<file path="config.mk">
export PLATFORM = sky130hd
export DESIGN_NAME = axitrafficgen_dma_engine
export DESIGN_NICKNAME = d
export VERILOG_FILES = /design/src/rtl/axitrafficgen_pkg.sv /design/src/rtl/axitrafficgen_pattern_chk.sv /design/src/rtl/axitrafficgen_dma_engine.sv
export SDC_FILE = /design/constraint.sdc
export NUM_CORES = 1
export LEC_CHECK = 0
export ABC_AREA = 1
export BUFFER_PORTS_ARGS = -buffer_cell sky130_fd_sc_hd__buf_4
export CORE_MARGIN = 2
export CORE_UTILIZATION = 55
export DETAILED_ROUTE_END_ITERATION = 6
export PLACE_DENSITY_LB_ADDON = 0.1
export RECOVER_POWER = 100
export SYNTH_ARGS = -nofsm -noshare
export SYNTH_HDL_FRONTEND = slang
export SYNTH_SLANG_ARGS = --single-unit
</file>
<file path="constraint.sdc">
create_clock -name clk -period 4.7 [get_ports clk]
set_input_delay 0.47 -clock clk [delete_from_list [all_inputs] [get_ports clk]]
set_output_delay 0.47 -clock clk [all_outputs]
set_load 0.03 [all_outputs]
</file>
<file path="src/rtl/axitrafficgen_pkg.sv">
// Shared definitions for the ESP DMA traffic generator.
// Holds the run mode and FSM state types, the conf_info_reg2 field layout,
// the DMA size-code mapping and a small min helper.
package axitrafficgen_pkg;

  typedef enum logic [1:0] {
    ModeWrite   = 2'd0,
    ModeRead    = 2'd1,
    ModeWrchk   = 2'd2,
    ModeIllegal = 2'd3
  } mode_e;

  // Plain vector type with named constants so the encoding stays fixed.
  typedef logic [2:0] state_e;
  localparam state_e StIdle   = 3'd0;
  localparam state_e StWrReq  = 3'd1;
  localparam state_e StWrData = 3'd2;
  localparam state_e StRdReq  = 3'd3;
  localparam state_e StRdData = 3'd4;
  localparam state_e StDone   = 3'd5;

  // conf_info_reg2 layout
  localparam int unsigned ModeLsb  = 0;
  localparam int unsigned ModeMsb  = 1;
  localparam int unsigned BurstLsb = 8;
  localparam int unsigned BurstMsb = 15;
  localparam int unsigned BaseLsb  = 16;
  localparam int unsigned BaseMsb  = 31;

  function automatic logic [2:0] size_code(input int unsigned data_width);
    return (data_width == 32) ? 3'b010 : 3'b011;
  endfunction

  function automatic logic [31:0] min32(input logic [31:0] a, input logic [31:0] b);
    return (a < b) ? a : b;
  endfunction

endpackage

</file>
<file path="src/rtl/axitrafficgen_pattern_chk.sv">
// Pattern generator and read-back checker.
// pattern    : deterministic beat value for offset i, built from word = base + i
//              ({~word, word} at 64 bits, word at 32 bits).
// chk_valid  : an accepted read beat that must equal pattern.
// clear      : zero the error count; set_sat forces it to all ones (wins).
// err_count  : saturating count of mismatching beats.
module axitrafficgen_pattern_chk #(
  parameter int unsigned DATA_WIDTH = 64,
  parameter int unsigned ERR_WIDTH  = 16
) (
  input  logic                  clk,
  input  logic                  rst,
  input  logic                  clear,
  input  logic                  set_sat,
  input  logic [31:0]           base,
  input  logic [31:0]           offset,
  input  logic                  chk_valid,
  input  logic [DATA_WIDTH-1:0] chk_data,
  output logic [DATA_WIDTH-1:0] pattern,
  output logic [ERR_WIDTH-1:0]  err_count
);

  logic [31:0]          word;
  logic [ERR_WIDTH-1:0] err_q, err_d;

  assign word = base + offset;

  if (DATA_WIDTH == 64) begin : g_w64
    assign pattern = {~word, word};
  end else begin : g_w32
    assign pattern = word;
  end

  always_comb begin
    err_d = err_q;
    if (set_sat) begin
      err_d = '1;
    end else if (clear) begin
      err_d = '0;
    end else if (chk_valid && (chk_data != pattern) && !(&err_q)) begin
      err_d = err_q + 1'b1;
    end
  end

  always_ff @(posedge clk or negedge rst) begin
    if (!rst) begin
      err_q <= '0;
    end else begin
      err_q <= err_d;
    end
  end

  assign err_count = err_q;

endmodule

</file>
<file path="src/rtl/axitrafficgen_dma_engine.sv">
// ESP accelerator DMA traffic generator.
// A rising edge on conf_done starts a run: N beats (conf_info_reg1) are written
// and/or read in bursts of min(burst_m1+1, MAX_BURST) starting at the base index
// (conf_info_reg2). Mode 2 reads the region back and counts pattern mismatches.
// Ports: clk/rst (async active-low), conf_* config, dma_read_* / dma_write_*
// ESP DMA ctrl/chnl handshakes, acc_done completion pulse, debug = {bursts, errors}.
module axitrafficgen_dma_engine
  import axitrafficgen_pkg::*;
#(
  parameter int unsigned DATA_WIDTH = 64,
  parameter int unsigned MAX_BURST  = 256,
  parameter int unsigned ERR_WIDTH  = 16
) (
  input  logic                  clk,
  input  logic                  rst,
  input  logic [31:0]           conf_info_reg1,
  input  logic [31:0]           conf_info_reg2,
  input  logic                  conf_done,
  input  logic                  dma_read_ctrl_ready,
  output logic                  dma_read_ctrl_valid,
  output logic [31:0]           dma_read_ctrl_data_index,
  output logic [31:0]           dma_read_ctrl_data_length,
  output logic [2:0]            dma_read_ctrl_data_size,
  output logic                  dma_read_chnl_ready,
  input  logic                  dma_read_chnl_valid,
  input  logic [DATA_WIDTH-1:0] dma_read_chnl_data,
  input  logic                  dma_write_ctrl_ready,
  output logic                  dma_write_ctrl_valid,
  output logic [31:0]           dma_write_ctrl_data_index,
  output logic [31:0]           dma_write_ctrl_data_length,
  output logic [2:0]            dma_write_ctrl_data_size,
  input  logic                  dma_write_chnl_ready,
  output logic                  dma_write_chnl_valid,
  output logic [DATA_WIDTH-1:0] dma_write_chnl_data,
  output logic                  acc_done,
  output logic [31:0]           debug
);

  localparam logic [2:0]  SizeCode = size_code(DATA_WIDTH);
  localparam logic [31:0] MaxBurst = 32'(MAX_BURST);

  state_e      state_q, state_d;
  mode_e       mode_q, mode_d;
  logic        conf_done_q;
  logic [31:0] n_q, n_d;
  logic [31:0] burst_q, burst_d;
  logic [31:0] base_q, base_d;
  logic [31:0] done_q, done_d;     // beats completed in the current direction
  logic [31:0] left_q, left_d;     // beats left in the current burst
  logic [31:0] index_q, index_d;
  logic [31:0] length_q, length_d;
  logic [2:0]  size_q, size_d;
  logic [15:0] bursts_q, bursts_d;

  logic                  start, clear_err, set_err, chk_valid;
  logic [31:0]           done_inc, cfg_n, cfg_base, cfg_burst;
  mode_e                 cfg_mode;
  logic [DATA_WIDTH-1:0] pattern;
  logic [ERR_WIDTH-1:0]  err_count;
  logic                  unused_cfg;

  assign cfg_n     = conf_info_reg1;
  assign cfg_mode  = mode_e'(conf_info_reg2[ModeMsb:ModeLsb]);
  assign cfg_base  = conf_info_reg2[BaseMsb:BaseLsb] == 16'd0 ? 32'd0
                   : {16'd0, conf_info_reg2[BaseMsb:BaseLsb]};
  assign cfg_burst = min32({24'd0, conf_info_reg2[BurstMsb:BurstLsb]} + 32'd1, MaxBurst);
  assign unused_cfg = ^conf_info_reg2[7:2];

  assign start    = conf_done && !conf_done_q && (state_q == StIdle);
  assign done_inc = done_q + 32'd1;

  always_comb begin
    state_d   = state_q;
    mode_d    = mode_q;
    n_d       = n_q;
    burst_d   = burst_q;
    base_d    = base_q;
    done_d    = done_q;
    left_d    = left_q;
    index_d   = index_q;
    length_d  = length_q;
    size_d    = size_q;
    bursts_d  = bursts_q;
    clear_err = 1'b0;
    set_err   = 1'b0;
    case (state_q)
      StIdle: begin
        if (start) begin
          n_d       = cfg_n;
          mode_d    = cfg_mode;
          burst_d   = cfg_burst;
          base_d    = cfg_base;
          done_d    = '0;
          bursts_d  = '0;
          clear_err = 1'b1;
          if (cfg_mode == ModeIllegal) begin
            set_err = 1'b1;
            state_d = StDone;
          end else if (cfg_n == 32'd0) begin
            state_d = StDone;
          end else begin
            index_d  = cfg_base;
            length_d = min32(cfg_burst, cfg_n);
            size_d   = SizeCode;
            state_d  = (cfg_mode == ModeRead) ? StRdReq : StWrReq;
          end
        end
      end
      StWrReq: begin
        if (dma_write_ctrl_ready) begin
          state_d  = StWrData;
          left_d   = length_q;
          bursts_d = bursts_q + 16'd1;
        end
      end
      StWrData: begin
        if (dma_write_chnl_ready) begin
          done_d = done_inc;
          left_d = left_q - 32'd1;
          if (left_q == 32'd1) begin
            if (done_inc == n_q) begin
              if (mode_q == ModeWrchk) begin
                // Read back the same region from its start.
                state_d  = StRdReq;
                done_d   = '0;
                index_d  = base_q;
                length_d = min32(burst_q, n_q);
              end else begin
                state_d = StDone;
              end
            end else begin
              state_d  = StWrReq;
              index_d  = base_q + done_inc;
              length_d = min32(burst_q, n_q - done_inc);
            end
          end
        end
      end
      StRdReq: begin
        if (dma_read_ctrl_ready) begin
          state_d  = StRdData;
          left_d   = length_q;
          bursts_d = bursts_q + 16'd1;
        end
      end
      StRdData: begin
        if (dma_read_chnl_valid) begin
          done_d = done_inc;
          left_d = left_q - 32'd1;
          if (left_q == 32'd1) begin
            if (done_inc == n_q) begin
              state_d = StDone;
            end else begin
              state_d  = StRdReq;
              index_d  = base_q + done_inc;
              length_d = min32(burst_q, n_q - done_inc);
            end
          end
        end
      end
      StDone: begin
        state_d = StIdle;
      end
      default: begin
        state_d = StIdle;
      end
    endcase
  end

  always_ff @(posedge clk or negedge rst) begin
    if (!rst) begin
      state_q     <= StIdle;
      mode_q      <= ModeWrite;
      conf_done_q <= 1'b0;
      n_q         <= '0;
      burst_q     <= '0;
      base_q      <= '0;
      done_q      <= '0;
      left_q      <= '0;
      index_q     <= '0;
      length_q    <= '0;
      size_q      <= '0;
      bursts_q    <= '0;
    end else begin
      state_q     <= state_d;
      mode_q      <= mode_d;
      conf_done_q <= conf_done;
      n_q         <= n_d;
      burst_q     <= burst_d;
      base_q      <= base_d;
      done_q      <= done_d;
      left_q      <= left_d;
      index_q     <= index_d;
      length_q    <= length_d;
      size_q      <= size_d;
      bursts_q    <= bursts_d;
    end
  end

  assign chk_valid = (state_q == StRdData) && dma_read_chnl_valid && (mode_q == ModeWrchk);

  axitrafficgen_pattern_chk #(
    .DATA_WIDTH(DATA_WIDTH),
    .ERR_WIDTH (ERR_WIDTH)
  ) u_pattern_chk (
    .clk      (clk),
    .rst      (rst),
    .clear    (clear_err),
    .set_sat  (set_err),
    .base     (base_q),
    .offset   (done_q),
    .chk_valid(chk_valid),
    .chk_data (dma_read_chnl_data),
    .pattern  (pattern),
    .err_count(err_count)
  );

  // All handshake outputs decode registered state only; no ready-to-valid path.
  assign dma_write_ctrl_valid       = (state_q == StWrReq);
  assign dma_write_ctrl_data_index  = index_q;
  assign dma_write_ctrl_data_length = length_q;
  assign dma_write_ctrl_data_size   = size_q;
  assign dma_write_chnl_valid       = (state_q == StWrData);
  assign dma_write_chnl_data        = (state_q == StWrData) ? pattern : '0;

  assign dma_read_ctrl_valid        = (state_q == StRdReq);
  assign dma_read_ctrl_data_index   = index_q;
  assign dma_read_ctrl_data_length  = length_q;
  assign dma_read_ctrl_data_size    = size_q;
  assign dma_read_chnl_ready        = (state_q == StRdData);

  assign acc_done = (state_q == StDone);
  assign debug    = {bursts_q, 16'(err_count)};

endmodule

</file>
# Yosys cells after proc, flatten, opt, wreduce, memory -nomap -nowiden
# Index checks and enable logic that the tools add are counted.
# classes
add_sub_neg	8
n_lt_le_gt_ge	4
n_eq_ne	22
muxes	66
n_bitwise	3
reduce_logical	23
# op_table
cell	n
32-bit two-way mux	33
32-bit one-hot mux with 3 select lines	3
32-bit one-hot mux with 4 select lines	1
16-bit two-way mux	7
32-bit adder	2
32-bit less-than comparator	2
64-bit two-way mux	1
64-bit inequality test	1
16-bit one-hot mux with 3 select lines	1
3-bit two-way mux	12
16-bit by 1-bit adder with 16-bit output, second input constant	2
32-bit by 1-bit adder with 32-bit output, second input constant	1
32-bit by 1-bit equality test with 1-bit output, second input constant	1
32-bit equality test	1
32-bit logical NOT	1
9-bit by 32-bit less-than comparator with 1-bit output	1
32-bit inverter	1
32-bit by 1-bit subtractor with 32-bit output, second input constant	1
32-bit subtractor	1
16-bit logical NOT	1
16-bit AND reduction	1
3-bit one-hot mux with 5 select lines	1
2-bit inequality test, second input constant	7
4-bit AND reduction	3
other kinds (22)	40
# totals
register_bits	263
inputBits	135
output_inout_bits	235
word_cells	139

# Logic depth before layout (Yosys ltp)
# depth
depth_word	9
depth_mapped	31
ltp_nobuf	31

# Hierarchy
# Synthesis repeated with hierarchy kept, for this count alone.
# unflattened
cells_unflattened	3408
area_unflattened_um2	21154.0
# by_module_without_submodules
module	instances	cells_per_inst	area_each_um2	seq_area_each_um2
axitrafficgen_dma_engine	1	2395	16189.3	5205.0
axitrafficgen_pattern_chk	1	1013	4964.8	400.4

# Least setup slack after synthesis
# OpenSTA, ideal clock, no wires.
# synth_timing
kind	flip-flop to flip-flop
from	register done_q[1]
to	register length_q[0], in the netlist dma_read_ctrl_data_length[0]
setup_time_ps	125
arrival_time_ps	3935
setup_slack_ps	640
stages_incl_launch_ff	31
path_buffers	0
synth_period_minus_slack_ps	4060
path_cell_list	dfrtp_1 ha_1 inv_1 nor2_4 nand2_4 xor2_1 inv_1 ha_1 nand2_1 nor2_1 nand2_1 nand3_1 xor2_1 inv_1 ha_1 nand4_1 a21o_1 nand3_1 nand3_1 nand2_1 nand3_1 nor2_1 nand2_1 nor2_1 nand3_2 nor2_4 nand3_4 nand2_2 nand2_1 a21oi_1 a21oi_1
# synth_via
elab_chain_cells	8
elab_cells_between_ends	15
cone_classes	add/sub (2); order compare (1); eq/ne (3); mux (8); reduce/logical (1)
# synth_lines
element	line	rtl
start: declaration	axitrafficgen_dma_engine.sv:48	logic [31:0] done_q, done_d;
start signal: assignment	axitrafficgen_dma_engine.sv:191	done_q <= done_d;
32-bit by 1-bit adder with 32-bit output (*)	axitrafficgen_dma_engine.sv:70	assign done_inc = done_q + 32'd1;
32-bit subtractor	axitrafficgen_dma_engine.sv:134, axitrafficgen_dma_engine.sv:156	
32-bit less-than comparator	axitrafficgen_pkg.sv:35	return (a < b) ? a : b;
32-bit two-way mux	axitrafficgen_pkg.sv:35	
32-bit two-way mux, on equally long branches	axitrafficgen_dma_engine.sv:151, axitrafficgen_dma_engine.sv:121	
32-bit two-way mux, on equally long branches	axitrafficgen_dma_engine.sv:150, axitrafficgen_dma_engine.sv:120	
32-bit two-way mux, on equally long branches	axitrafficgen_dma_engine.sv:147, axitrafficgen_dma_engine.sv:117	
32-bit one-hot mux with 3 select lines	axitrafficgen_dma_engine.sv:86	case (state_q)
end signal: assignment	axitrafficgen_dma_engine.sv:194	length_q <= length_d;
end: declaration	axitrafficgen_dma_engine.sv:51	logic [31:0] length_q, length_d;
# Mark *: on every way between the ends. The rest lies on a longest branch, timed or not. The select of a mux whose other input is x is not followed.
# A chain may end at the register's enable or synchronous reset.

# Final worst setup path
# layout_timing
from	register done_q[24]
to	register index_q[15], in the netlist dma_read_ctrl_data_index[15]
# layout_via
elab_chain_cells	6
elab_cells_between_ends	9
cone_classes	add/sub (1); eq/ne (3); mux (4); reduce/logical (1)
# layout_lines
element	line	rtl
32-bit by 1-bit adder with 32-bit output (*)	axitrafficgen_dma_engine.sv:70	
32-bit equality test (*)	axitrafficgen_dma_engine.sv:121, axitrafficgen_dma_engine.sv:151	
32-bit two-way mux	axitrafficgen_dma_engine.sv:121	if (done_inc == n_q) begin
32-bit two-way mux	axitrafficgen_dma_engine.sv:120	if (left_q == 32'd1) begin
32-bit two-way mux	axitrafficgen_dma_engine.sv:117	if (dma_write_chnl_ready) begin
32-bit one-hot mux with 3 select lines	axitrafficgen_dma_engine.sv:86	
end signal: assignment	axitrafficgen_dma_engine.sv:193	index_q <= index_d;
end: declaration	axitrafficgen_dma_engine.sv:50	logic [31:0] index_q, index_d;
# Marks and branches as above.

==> results.cfg <==
[run_status]
status = complete, but fails checks
violations = capacitance limit, slew limit

[hold_path]
min_from = conf_done
min_path_cells = 1
hold_class = in -> reg

[setup_path]
critPathArrivalTime_ns = 4.94
start_kind = flop
r2r_start = done_q[24]$_DFFE_PN0P_
path_max_fanout = 16
r2r_cells = 18
cp_data_required_time_ns = 5.18
crit_start = done_q[24]$_DFFE_PN0P_
end_kind = flop
path_class = reg -> reg

[synthesis]
synth_commonest_cells = 730 x nand2_1, 367 x inv_1, 266 x nor2_1, 224 x dfrtp_1, 185 x nand3_1
yosysTopAreaCell = dfrtp_1
synthArstFlopShare_pct = 100
yosysWarnings = 0
avgSynthCellArea_sq_um = 6.75
yosysTopAreaCellShare_pct = 29.0
yosys-top-cells-area = dfrtp_1 29%, nand2_1 14%, inv_1 7.1%, ha_1 5.2%, nor2_1 5.2%
ys_ff_latch = 224
netlist_instances = 2865
synth.most_common_cell = nand2_1
ys_seq_area_share_pct = 29.0
synth_edf_count = 0
ys.flop_type = dfrtp_1
syn_area_sq_um = 19300
ys_types = 65

[cells_and_area]
final_layout_size_suffix_gt1_share_pct = 14.7
nets = 3392
stdcell_area_sq_um = 22700
diodes = 0
syn2layout_area_growth_pct = 17.3

[sta]
max_freq_ghz = 0.224
setup_violations = 0
finalHoldViolCount = 0
fin_crit_ns = 4.46
fin_crit_sh_pct = 94.9
slew_viol_final = 176
clock_skew_ns = 0.0148
max_slew_margin_pct = -58.5
worstMarginPinSlew_ns = 2.38

[cts]
worstSkewPairLatency_ns = 0.56
cts_sinks = 224
cts_buffers = 27
clkTransAtPathRegs_ns = 0.06
cts_root_buffer = clkbuf_16
htree_levels = 1
clk_path_buf_depth = 3
cts_tree = built

[placement]
dpl.hpwl_um = 49200
gp_congestion = 0.969
post_dp_cell_area_sq_um = 22200
port_buffers = 361

[drt]
drt_wl_total_um = 63400
wl_per_cell_um = 17.4
num_vias = 20210
ant_nets = 0
drtIter0Drc = 1645
via_per_inst = 5.54
drc_errors = 0
dr.pass1.iters = 6

[grt]
overflow = 0
antenna_found_initial = 2
track_usage_pct = 33.8
grt_max_degree = 99
grt_pass1_wl_um = 98100
grt_pass1_vias = 18690

[floorplan]
io_pins = 370
initial_core_util_pct = 56.0
rows = 68
dieArea_sq_um = 36700
die_w_um = 192
fp.coreArea_sq_um = 34500
die_y_um = 192

[power]
p_leak_uw = 0.0115
cellPowerDensity_nw_per_um2 = 633
irDropWorstVdd_mv = 0.729
totalPowerFinal_uw = 14300

[run]
maxCapViolCount = 2
==> path summary, 6_finish.rpt <==
| check | to | slack (ns) |
|---|---|---|
| max | dma_read_ctrl_data_index[15]$_DFFE_PN0P_ | 0.24 |
| min | conf_done_q$_DFF_PN0_ | 0.07 |
| max reg2reg | dma_read_ctrl_data_index[15]$_DFFE_PN0P_ | 0.24 |
| min reg2reg | bursts_q[14]$_DFFE_PN0P_ | 0.48 |
| max in group asynchronous | dma_read_ctrl_data_length[1]$_DFFE_PN0P_ | 1.02 |
| min in group asynchronous | done_q[27]$_DFFE_PN0P_ | 1.12 |
==> report_power, final <==
part	internal, uW	switching [uW]
logic	2880	5990
clock network	1360	882
registers	2490	739
==> stage by stage <==
stage          util (%)  setup TNS (ns)  hold slack, ns  worst slack [ns]  std cells
2_1_floorplan         -               0           0.174             0.640       2866
3_3_place_gp       64.3               0           0.466             0.230       3588
3_5_place_dp       64.3               0           0.478             0.148       3588
4_1_cts            67.0               0          0.0258             0.110       3637
5_1_grt            65.6          -0.118          0.0661           -0.0601       3647
6_report           65.6               0          0.0678             0.240       3647
==> cells by family after synthesis <==
family                     after synthesis  synth area share, %
and+or+nand+nor                       1453                 34.4
buffers and inverters                  521                 11.7
AOI/OAI and AO/OA                      443                 12.8
DFF                                    224                 29.0
xor gates and xnor gates               139                 6.52
adders and majority gates               84                 5.55
other                                    1               0.0194
==> what timing repair did <==
| item | 4_1_cts | 5_1_grt |
|---|---|---|
| buffers inserted | 0 | 10 |
| endpoints found under the setup margin | 0 | 56 |
| hold buffers | 1 | 0 |
| gates resized for setup | 0 | 29 |
| hold endpoints to repair | 58 | 0 |
==> registers in the layout (all words and copies together) (netlist names) <==
register	flops
dma_read_ctrl_data_size	1
state_q	3
u_pattern_chk.err_count	16
dma_read_ctrl_data_length	32
dma_read_ctrl_data_index	32
n_q	32
done_q	32
conf_done_q	1
mode_q	2
left_q	32
base_q	16
bursts_q	16
burst_q	9
==> routing by layer <==
layer	vias up	part of all wire (%)	GRT usage, %
met5	-	0.028	0.412
met4	4	3.4	10.4
met3	152	8.5	6.21
met2	825	46	56.0
met1	9415	42	44.8
li1	9814	-	-
==> worst max-delay path, cell delays in order, from the launching register on <==
cell and delay [ns]:
dfrtp_1 0.51, nand2_1 0.15, nor4_1 0.59, nand3_1 0.25, xor2_1 0.43, ha_1 0.30, nand2_1 0.19, nor2_1 0.12
nand4_1 0.08, nor3_1 0.29, nand3_1 0.16, nor2_1 0.26, nand2_1 0.09, nand2_1 0.11, nor2_2 0.07, inv_2 0.28
buf_4 0.31, nand2_1 0.08, o211ai_1 0.09
==> cells in the final DEF, fill, tap and decap left out, types with 17 or more instances in the layout <==
cell	count
clkbuf_16	27
nor2_1	264
ha_1	75
o21ai_1	25
xnor2_1	33
a21oi_1	138
or2_2	23
nor4_1	27
xor2_1	92
clkbuf_1	183
nand4_1	37
nand2_2	45
nand3_2	17
nor3_1	48
o211ai_1	18
dfrtp_1	219
o21ai_0	180
nand3_1	183
inv_1	365
nand2_1	730
nor2_2	17
buf_4	229
==> layout make-up <==
cell class,instances,area [sq um]
multi-input combinational,2121,11600
inverter,381,1430
tap,455,569
sequential,224,5610
clock inverter,13,174
clock buffer,35,766
timing repair buffer,418,2490
fill,3318,11900
Note: power is estimated with default switching activity, not from simulation.
